$ cat src/rtl/lut_layer_engine_pkg.sv
// Shared types and helpers for the truth-table layer engine.
package lut_layer_engine_pkg;

    typedef enum logic [1:0] {
        ST_UNLOADED = 2'd0,
        ST_LOAD     = 2'd1,
        ST_RUN      = 2'd2
    } state_t;

    // Width of a neuron index; a single-neuron layer still needs one bit.
    function automatic int idx_bits(input int n);
        return (n > 1) ? $clog2(n) : 1;
    endfunction

endpackage

$ cat src/rtl/lut_neuron_table.sv
// One neuron's truth table: distributed RAM plus per-entry written flags.
// Latency: synchronous write, combinational read.
// Backpressure: none; the write port is always ready.
module lut_neuron_table
    import lut_layer_engine_pkg::*;
#(
    parameter int FAN_IN_BITS = 6,
    parameter int OUT_BITS    = 1
) (
    input  logic                   clk,
    input  logic                   rst_n,
    input  logic                   clr,
    input  logic                   we,
    input  logic [FAN_IN_BITS-1:0] waddr,
    input  logic [OUT_BITS-1:0]    wdata,
    input  logic [FAN_IN_BITS-1:0] raddr,
    output logic [OUT_BITS-1:0]    rdata
);

    localparam int DEPTH = 1 << FAN_IN_BITS;

    logic [OUT_BITS-1:0] mem [DEPTH];
    logic [DEPTH-1:0]    ent_vld;

    always_ff @(posedge clk) begin
        if (we) begin
            mem[waddr] <= wdata;
        end
    end

    // A clear and a write in the same cycle leave only the new entry marked.
    always_ff @(posedge clk or negedge rst_n) begin
        if (!rst_n) begin
            ent_vld <= '0;
        end else begin
            if (clr) begin
                ent_vld <= '0;
            end
            if (we) begin
                ent_vld[waddr] <= 1'b1;
            end
        end
    end

    assign rdata = ent_vld[raddr] ? mem[raddr] : '0;

endmodule

$ cat src/rtl/lut_layer_engine.sv
// Layer of N_NEURONS truth-table neurons with a runtime table-load port.
// Latency: 2 cycles (S1 captures addresses, S2 captures table outputs), 1 beat/cycle.
// Backpressure: both stages stall together while out_valid && !out_ready.
module lut_layer_engine
    import lut_layer_engine_pkg::*;
#(
    parameter int N_NEURONS   = 8,
    parameter int FAN_IN_BITS = 6,
    parameter int OUT_BITS    = 1
) (
    input  logic                             clk,
    input  logic                             rst_n,
    input  logic                             cfg_valid,
    input  logic [idx_bits(N_NEURONS)-1:0]   cfg_neuron,
    input  logic [FAN_IN_BITS-1:0]           cfg_addr,
    input  logic [OUT_BITS-1:0]              cfg_data,
    input  logic                             cfg_done,
    output logic                             cfg_err,
    input  logic                             in_valid,
    output logic                             in_ready,
    input  logic [N_NEURONS*FAN_IN_BITS-1:0] in_data,
    output logic                             out_valid,
    input  logic                             out_ready,
    output logic [N_NEURONS*OUT_BITS-1:0]    out_data,
    output logic                             loaded
);

    localparam int NW = idx_bits(N_NEURONS);
    localparam int IW = N_NEURONS * FAN_IN_BITS;
    localparam int OW = N_NEURONS * OUT_BITS;
    localparam logic [NW:0] N_LIM = (NW+1)'(N_NEURONS);

    state_t          state;
    logic            s1_vld;
    logic [IW-1:0]   s1_dat;
    logic [OW-1:0]   lut_rd;
    logic            advance;
    logic            accept;
    logic            pipe_busy;
    logic            nrn_bad;
    logic            cfg_take;
    logic            wr_en;
    logic            tbl_clr;

    assign advance   = !out_valid || out_ready;
    assign in_ready  = (state == ST_RUN) && advance;
    assign accept    = in_valid && in_ready;
    assign pipe_busy = s1_vld || out_valid;
    assign nrn_bad   = {1'b0, cfg_neuron} >= N_LIM;

    // A config access is taken unless it would disturb beats still in flight.
    assign cfg_take = cfg_valid && !((state == ST_RUN) && pipe_busy);
    assign wr_en    = cfg_take && !nrn_bad;
    assign tbl_clr  = cfg_valid && (state == ST_UNLOADED);

    always_ff @(posedge clk or negedge rst_n) begin
        if (!rst_n) begin
            state   <= ST_UNLOADED;
            loaded  <= 1'b0;
            cfg_err <= 1'b0;
        end else begin
            cfg_err <= cfg_valid && (nrn_bad || !cfg_take);
            unique case (state)
                ST_UNLOADED: begin
                    if (cfg_valid) begin
                        state  <= ST_LOAD;
                        loaded <= 1'b0;
                    end
                end
                ST_LOAD: begin
                    if (cfg_done) begin
                        state  <= ST_RUN;
                        loaded <= 1'b1;
                    end
                end
                ST_RUN: begin
                    if (cfg_take) begin
                        state  <= ST_LOAD;
                        loaded <= 1'b0;
                    end
                end
                default: begin
                    state  <= ST_UNLOADED;
                    loaded <= 1'b0;
                end
            endcase
        end
    end

    always_ff @(posedge clk or negedge rst_n) begin
        if (!rst_n) begin
            s1_vld    <= 1'b0;
            s1_dat    <= '0;
            out_valid <= 1'b0;
            out_data  <= '0;
        end else if (advance) begin
            s1_vld    <= accept;
            if (accept) begin
                s1_dat <= in_data;
            end
            out_valid <= s1_vld;
            if (s1_vld) begin
                out_data <= lut_rd;
            end
        end
    end

    for (genvar i = 0; i < N_NEURONS; i++) begin : g_nrn
        logic nrn_we;

        assign nrn_we = wr_en && (cfg_neuron == NW'(i));

        lut_neuron_table #(
            .FAN_IN_BITS (FAN_IN_BITS),
            .OUT_BITS    (OUT_BITS)
        ) u_tbl (
            .clk   (clk),
            .rst_n (rst_n),
            .clr   (tbl_clr),
            .we    (nrn_we),
            .waddr (cfg_addr),
            .wdata (cfg_data),
            .raddr (s1_dat[i*FAN_IN_BITS +: FAN_IN_BITS]),
            .rdata (lut_rd[i*OUT_BITS +: OUT_BITS])
        );
    end

endmodule

$ cat config.mk
export PLATFORM = sky130hd
export DESIGN_NAME = lut_layer_engine
export DESIGN_NICKNAME = d
export VERILOG_FILES = /design/src/rtl/lut_layer_engine_pkg.sv /design/src/rtl/lut_neuron_table.sv /design/src/rtl/lut_layer_engine.sv
export SDC_FILE = /design/constraint.sdc
export NUM_CORES = 2
export LEC_CHECK = 0
export BUFFER_PORTS_ARGS = -buffer_cell sky130_fd_sc_hd__buf_2
export CORE_MARGIN = 2
export CORE_UTILIZATION = 50
export DETAILED_ROUTE_END_ITERATION = 12
export GPL_ROUTABILITY_DRIVEN = 1
export PLACE_DENSITY = 0.66
export SLEW_MARGIN = 20
export SYNTH_ARGS = -nofsm -noshare
export SYNTH_HDL_FRONTEND = slang
export SYNTH_SLANG_ARGS = --single-unit
$ cat constraint.sdc
create_clock -name clk -period 3 [get_ports clk]
set_input_delay 0.15 -clock clk [delete_from_list [all_inputs] [get_ports clk]]
set_output_delay 0.15 -clock clk [all_outputs]
set_load 0.02 [all_outputs]
### Yosys cells after proc, flatten, opt, wreduce, memory -nomap -nowiden

Memories as Yosys holds them, arrays and structs flattened.
Index checks and enable logic that the tools add are counted.

| storage, ports and cells | value |
|---|---|
| memories kept | 8 |
| input bits | 64 |
| memory bits (read-only) | 0 |
| memory bits (writable) | 512 |
| latch bits | 0 |
| flip-flop bits (word level) | 574 |

Memories:

| memory | words | width | read ports | clocked after Yosys merged registers in | write ports | RTL line | RTL |
|---|---|---|---|---|---|---|---|
| g_nrn[0].u_tbl.mem | 64 | 1 | 1 | 0 | 1 | lut_neuron_table.sv:22 | `logic [OUT_BITS-1:0] mem [DEPTH];` |
| g_nrn[1].u_tbl.mem | 64 | 1 | 1 | 0 | 1 | lut_neuron_table.sv:22 |  |
| g_nrn[2].u_tbl.mem | 64 | 1 | 1 | 0 | 1 | lut_neuron_table.sv:22 |  |
| g_nrn[3].u_tbl.mem | 64 | 1 | 1 | 0 | 1 | lut_neuron_table.sv:22 |  |
| g_nrn[4].u_tbl.mem | 64 | 1 | 1 | 0 | 1 | lut_neuron_table.sv:22 |  |
| g_nrn[5].u_tbl.mem | 64 | 1 | 1 | 0 | 1 | lut_neuron_table.sv:22 |  |
| 2 more memories | - | - | - | - | - | - |  |

| cells by class | value |
|---|---|
| bitwise gates (word level) | 8 |
| $lt $le $gt $ge | 10 |
| $add $sub $neg | 0 |
| reduce and logical (&&, ||, !) cells | 25 |
| equality and inequality tests | 12 |
| divide/modulo/power cells | 0 |
| shift operators | 0 |
| muxes and demuxes | 66 |
| $mul | 0 |

Operator list:

| cell | count |
|---|---|
| $mux W64 | 16 |
| $or A64 B64 Y64 | 8 |
| $lt A6 B7 Y1 const B | 9 |
| $bmux W1 S6 | 8 |
| $mux W1 | 36 |
| $logic_and A1 B1 Y1 | 15 |
| $eq A3 B3 Y1 const B | 4 |
| $demux W1 S6 | 1 |
| $eq A3 B2 Y1 const B | 2 |
| $ge A6 B1 Y1 const B | 1 |
| $mux W2 | 3 |
| $ne A2 B2 Y1 const B | 3 |
| $pmux W2 S3 | 1 |
| $reduce_and A2 Y1 | 2 |
| $eq A3 B1 Y1 const B | 1 |
| $logic_not A1 Y1 | 3 |
| $logic_not A3 Y1 | 1 |
| $pmux W1 S3 | 1 |
| $reduce_and A3 Y1 | 1 |
| $eq A2 B1 Y1 const B | 1 |
| $eq A2 B2 Y1 const B | 1 |
| $logic_not A2 Y1 | 1 |
| $logic_or A1 B1 Y1 | 2 |

### Logic depth before layout (Yosys ltp)

| depth | value |
|---|---|
| word-level depth | 7 |
| depth in mapped cells | 9 |
| gate-level depth less buffers | 6 |

### Cells and area by module

Synthesis repeated with hierarchy kept, for this count alone.

| unflattened totals | value |
|---|---|
| cells, all modules | 4161 |
| area, all modules | 46069.2 um2 |

Modules (own cells, without submodules):

| module | seq. area each (um2) | instances | area each (um2) | cells each |
|---|---|---|---|---|
| lut_neuron_table (g_nrn[1].u_tbl ...) | 3523.4 | 6 | 5477.8 | 511 |
| lut_neuron_table (g_nrn[7].u_tbl) | 3523.4 | 1 | 5520.3 | 501 |
| lut_neuron_table (g_nrn[0].u_tbl) | 3523.4 | 1 | 5216.3 | 432 |
| lut_layer_engine | 1551.5 | 1 | 2466.1 | 162 |

### Least setup slack after synthesis

OpenSTA, ideal clock, no wires.

| path | value |
|---|---|
| kind | register to register |
| from | register out_valid |
| to | register s1_dat[38] |
| slack | 1.083 ns |
| library setup time | 0.125 ns |
| buffers on the path | 2 |
| clock period less this slack | 1.917 ns |
| arrival | 1.792 ns |
| stages on the path, launching flop included | 7 |
| cell sequence | dfrtp_1 nor2b_1 nor2_1 nand2_1 buf_2 buf_2 mux2_2 |

| on the way | value |
|---|---|
| cells in the longest elaborated chain, start to end | 5 |

RTL lines:

| item | RTL line | RTL |
|---|---|---|
| from (decl) | lut_layer_engine.sv:22 | `output logic out_valid,` |
| from (signal assigned) | lut_layer_engine.sv:101 | `out_valid <= s1_vld;` |
| $logic_not A1 Y1 | lut_layer_engine.sv:45 | `assign advance = !out_valid \|\| out_ready;` |
| $logic_or A1 B1 Y1 | lut_layer_engine.sv:45 |  |
| $logic_and A1 B1 Y1 | lut_layer_engine.sv:46 | `assign in_ready = (state == ST_RUN) && advance;` |
| via in_ready | lut_layer_engine.sv:20 | `output logic in_ready,` |
| $logic_and A1 B1 Y1 | lut_layer_engine.sv:47 | `assign accept = in_valid && in_ready;` |
| $reduce_and A2 Y1 (no line) | - |  |
| to (signal assigned) | lut_layer_engine.sv:99 | `s1_dat <= in_data;` |
| to (decl) | lut_layer_engine.sv:35 | `logic [IW-1:0] s1_dat;` |

The timed path passes the listed nets, and every way through them passes these cells.
A chain may end at the register's enable or synchronous reset.

### Worst setup path after layout

| path | value |
|---|---|
| from | register state[1] |
| to | memory g_nrn[3].u_tbl.mem[51], enable pin |

| on the way | value |
|---|---|
| cells in the longest elaborated chain, start to end | 7 |

RTL lines:

| item | RTL line | RTL |
|---|---|---|
| from (decl) | lut_layer_engine.sv:33 | `state_t state;` |
| from (signal assigned) | lut_layer_engine.sv:58 | `state <= ST_UNLOADED;` |
| from (signal assigned) | lut_layer_engine.sv:66 | `state <= ST_LOAD;` |
| from (signal assigned) | lut_layer_engine.sv:72 | `state <= ST_RUN;` |
| $eq A2 B2 Y1 | lut_layer_engine.sv:52 | `assign cfg_take = cfg_valid && !((state == ST_RUN) && pipe_busy);` |
| $logic_and A1 B1 Y1 | lut_layer_engine.sv:52 |  |
| $logic_not A1 Y1 | lut_layer_engine.sv:52 |  |
| $logic_and A1 B1 Y1 | lut_layer_engine.sv:52 |  |
| $logic_and A1 B1 Y1 | lut_layer_engine.sv:111 | `assign nrn_we = wr_en && (cfg_neuron == NW'(i));` |
| $mux W1 | lut_neuron_table.sv:26 | `if (we) begin` |
| $mux W1 (not written as such) | lut_neuron_table.sv:27 | `mem[waddr] <= wdata;` |
| to (decl) | lut_neuron_table.sv:22 |  |

Every way passes these cells.

==> out/results.tsv <==
metric	value	unit
Total GRT Usage	0.2625	
Pins Over Slew Limit	0	
worst hold-check path type	input pin to flip-flop	
Hold Path Cell Cnt	3	
warnings from Yosys	0	
sequential area share after synthesis	0.6704	
P_leak	19.84	nW
syn avg cell area	11.49	sq um
number of nets with antenna violations after routing	0	
total wire length	118.5	mm
routability cong.	0.8326	
row cnt	109	
die area	0.09112	sq mm
Root Driver	clkbuf_16	
Syn-to-layout area delta	14.04	%
crit path cell chain	or2b_1 > o21bai_4 > nand2_1 > nor2_1 > nand3_4 > buf_4 > nor2_1	
CP Launch Type	flip-flop	
crit path DAT	2.83	ns
MaxCap Viol Count	0	
Post-synth ARST share	0.5285	
Clk pin slew, worst setup/hold paths	0.06	ns
DP HPWL	74.72	mm
CTS tree	yes	
Critical R2R Capture	g_nrn[3].u_tbl.mem[51]	
Die X	301.9	um
final count of hold timing violations	0	
FF-to-FF Start	state[1]	
Setup crit end kind	flip-flop	
maximum vdd ir drop	0.5641	mV
total grt overflow	0	
crit share post-route	0.8116	
synthesized instance count	3861	
worst slew pin tran	1.052	ns
slowest stage cell, crit path	dfrtp_1	
Clk Latency, worst-skew pair	0.69	ns
post-route minimum period	2.435	ns
1st-iter DRT viols	3066	
DR pass1 iterations	5	
worst path required time	3.39	ns
DR vias	30315	
Worst Min Path Start	cfg_neuron[0]	
WS Path Type	flip-flop to flip-flop	
Worst path max stage delay	0.41	ns
Die Ht	301.9	um
Wirelength per Cell	22.75	um
RSZ-0062 raised after global routing	false	
status	finished, final reports clean	
Crit Path Max Fanout	42	
largest net degree at the start of global routing	129	
R2R depth	7	
r2r setup slk	0.57	ns
setup tns final	0	ns
Clock Sinks	1086	
antenna violations before repair	1	
area post-placement	0.04640	sq mm
clk_skew	0.02037	ns
vias in the first global route	29662	
post-synthesis register bit count	1086	
Crit path max-delay family	simple AND/OR/NAND/NOR gates	
first-pass GRT wire length	181.6	mm
synth unique cells	48	
max_slew headroom	0.2988	
mapped cell area	0.04436	sq mm
Starting Density	0.5035	
clock buffer depth	3	
drt drc	0	
CTS Buf Count	110	
top achievable clock speed	0.4107	GHz
H-tree levels	3	
Post-synth EDFFs	512	
post-synth net total	3925	
Final setup violation count	0	
number of port buffers	75	
fillers	7343	
layout cell share with drive strength beyond 1	0.1396	
pwr dens	757.5	mW/mm^2
I/O Pins	76	
Final Net Count	4007	
CP bufs+invs	1	
Avg Vias per Cell	5.823	
Top FF cell, synth	dfrtp_1	
WHS Endpoint	g_nrn[3].u_tbl.ent_vld[27]	
post-CTS setup buffer count	0	
Design Area, Final	0.05059	sq mm
Most common cell on crit path	nor2_1	
Core Footprint	0.08810	sq mm
n_diodes	0	
layer usage:
metal | GRT usage | part of all wire
met2 | 0.4133 | 0.47
met5 | 0 | 0
met1 | 0.3811 | 0.44
met4 | 0.08039 | 0.026
met3 | 0.03771 | 0.069
tightest hold or removal path, cell delays in order:
cell and delay, ns:
buf_2 0.17, nand3_4 0.24, o21ai_0 0.11
per-stage QoR:
stage                     instances  utilization  setup WS, ns  hold slack [ns]  total power (W)
after floorplan                3861            -         1.083          -0.1456          0.02113
after global placement         4942       0.5267        0.6307           0.1761          0.02467
after detailed placement       4942       0.5267        0.6010           0.1734          0.02472
after CTS                      5206       0.5742        0.5777          0.01063          0.03840
after global routing           5206       0.5742        0.3898          0.07607          0.03965
final                          5206       0.5742        0.5652          0.03910          0.03832
flip-flops by register name, summed over array words and instances (netlist names):
register and count:
s1_vld 1, loaded 1, s1_dat 48, state 2, out_valid 1, cfg_err 1
out_data 8, g_nrn.u_tbl.ent_vld 512, g_nrn.u_tbl.mem 512
placed cells by master (no fill, tap or decap), types with 18 or more instances in the layout:
cell	count
nand4_1	42
a21o_1	192
dlygate4sd3_1	54
buf_4	117
o21ai_0	336
a41oi_1	21
nand3_1	257
clkbuf_16	113
clkinv_2	20
mux2_2	50
nor2_1	434
clkbuf_1	35
nor2_4	60
buf_2	73
nor2_2	35
clkbuf_8	25
buf_12	33
edfxtp_1	512
nor2b_1	18
o211ai_1	249
nand2_1	660
dfrtp_1	567
layout make-up:
type | count | area [sq um] | area share
well taps | 1165 | 1458 | 0.02882
inverters | 4 | 15.01 | 0.0002968
repair buffers | 279 | 2475 | 0.04892
multi-input cells | 2462 | 13250 | 0.2619
clock inverters | 37 | 339.1 | 0.006703
flip-flops and latches | 1086 | 29750 | 0.5881
clock buffers | 173 | 3303 | 0.06530
cell usage after synthesis, types with 8 or more instances:
cell	count	area (sq um)
and2_1	9	56.30
buf_2	56	280.3
a21o_1	192	1441
nand4_1	42	262.8
a21oi_1	8	40.04
nor2_2	35	219.0
nand3_1	259	1296
nand2b_1	9	56.30
buf_1	26	97.59
nor3_1	9	45.04
a41oi_1	21	183.9
o21ai_0	336	1682
nor2_4	60	675.7
nor2b_1	18	112.6
mux2_2	50	563.0
o211ai_1	249	1869
nand2_1	662	2485
edfxtp_1	512	15370
nor4_1	9	56.30
nor2_1	434	1629
clkbuf_1	207	777.0
dfrtp_1	574	14360
logic make-up (layout without fill, tap and decap cells):
| group | count (synthesis) | count (layout) | share of synthesized area |
|---|---|---|---|
| flops | 1086 | 1086 | 0.6704 |
| compound gates | 831 | 831 | 0.1219 |
| mux | 53 | 53 | 0.01393 |
| buf+inv | 313 | 493 | 0.03204 |
| simple gates | 1578 | 1578 | 0.1617 |
worst max-delay path by stage:
stage	from	to	slack [ns]	cells past startpoint
2_1_floorplan	out_valid	s1_dat[38]	1.08	6
3_3_place_gp	state[1]	g_nrn[3].u_tbl.mem[55]	0.63	7
3_5_place_dp	state[1]	g_nrn[3].u_tbl.mem[51]	0.60	7
4_1_cts	state[1]	g_nrn[3].u_tbl.mem[51]	0.58	7
5_1_grt	state[1]	g_nrn[3].u_tbl.mem[8]	0.39	7
6_report	state[1]	g_nrn[3].u_tbl.mem[51]	0.57	7
what timing repair did:
item,4_1_cts,5_1_grt
hold buffers,54,0
resized for setup,0,0
hold endpoints to repair,534,0
report_power, final:
group	total, W	leakage (nW)	internal [W]	switching (W)
registers	0.0173	12.5	0.0161	0.00121
logic	0.00731	5.54	0.00229	0.00502
clock network	0.0137	1.80	0.00792	0.00577
total	0.0383	19.8	0.0263	0.0120
(Power assumes the default switching activity.)
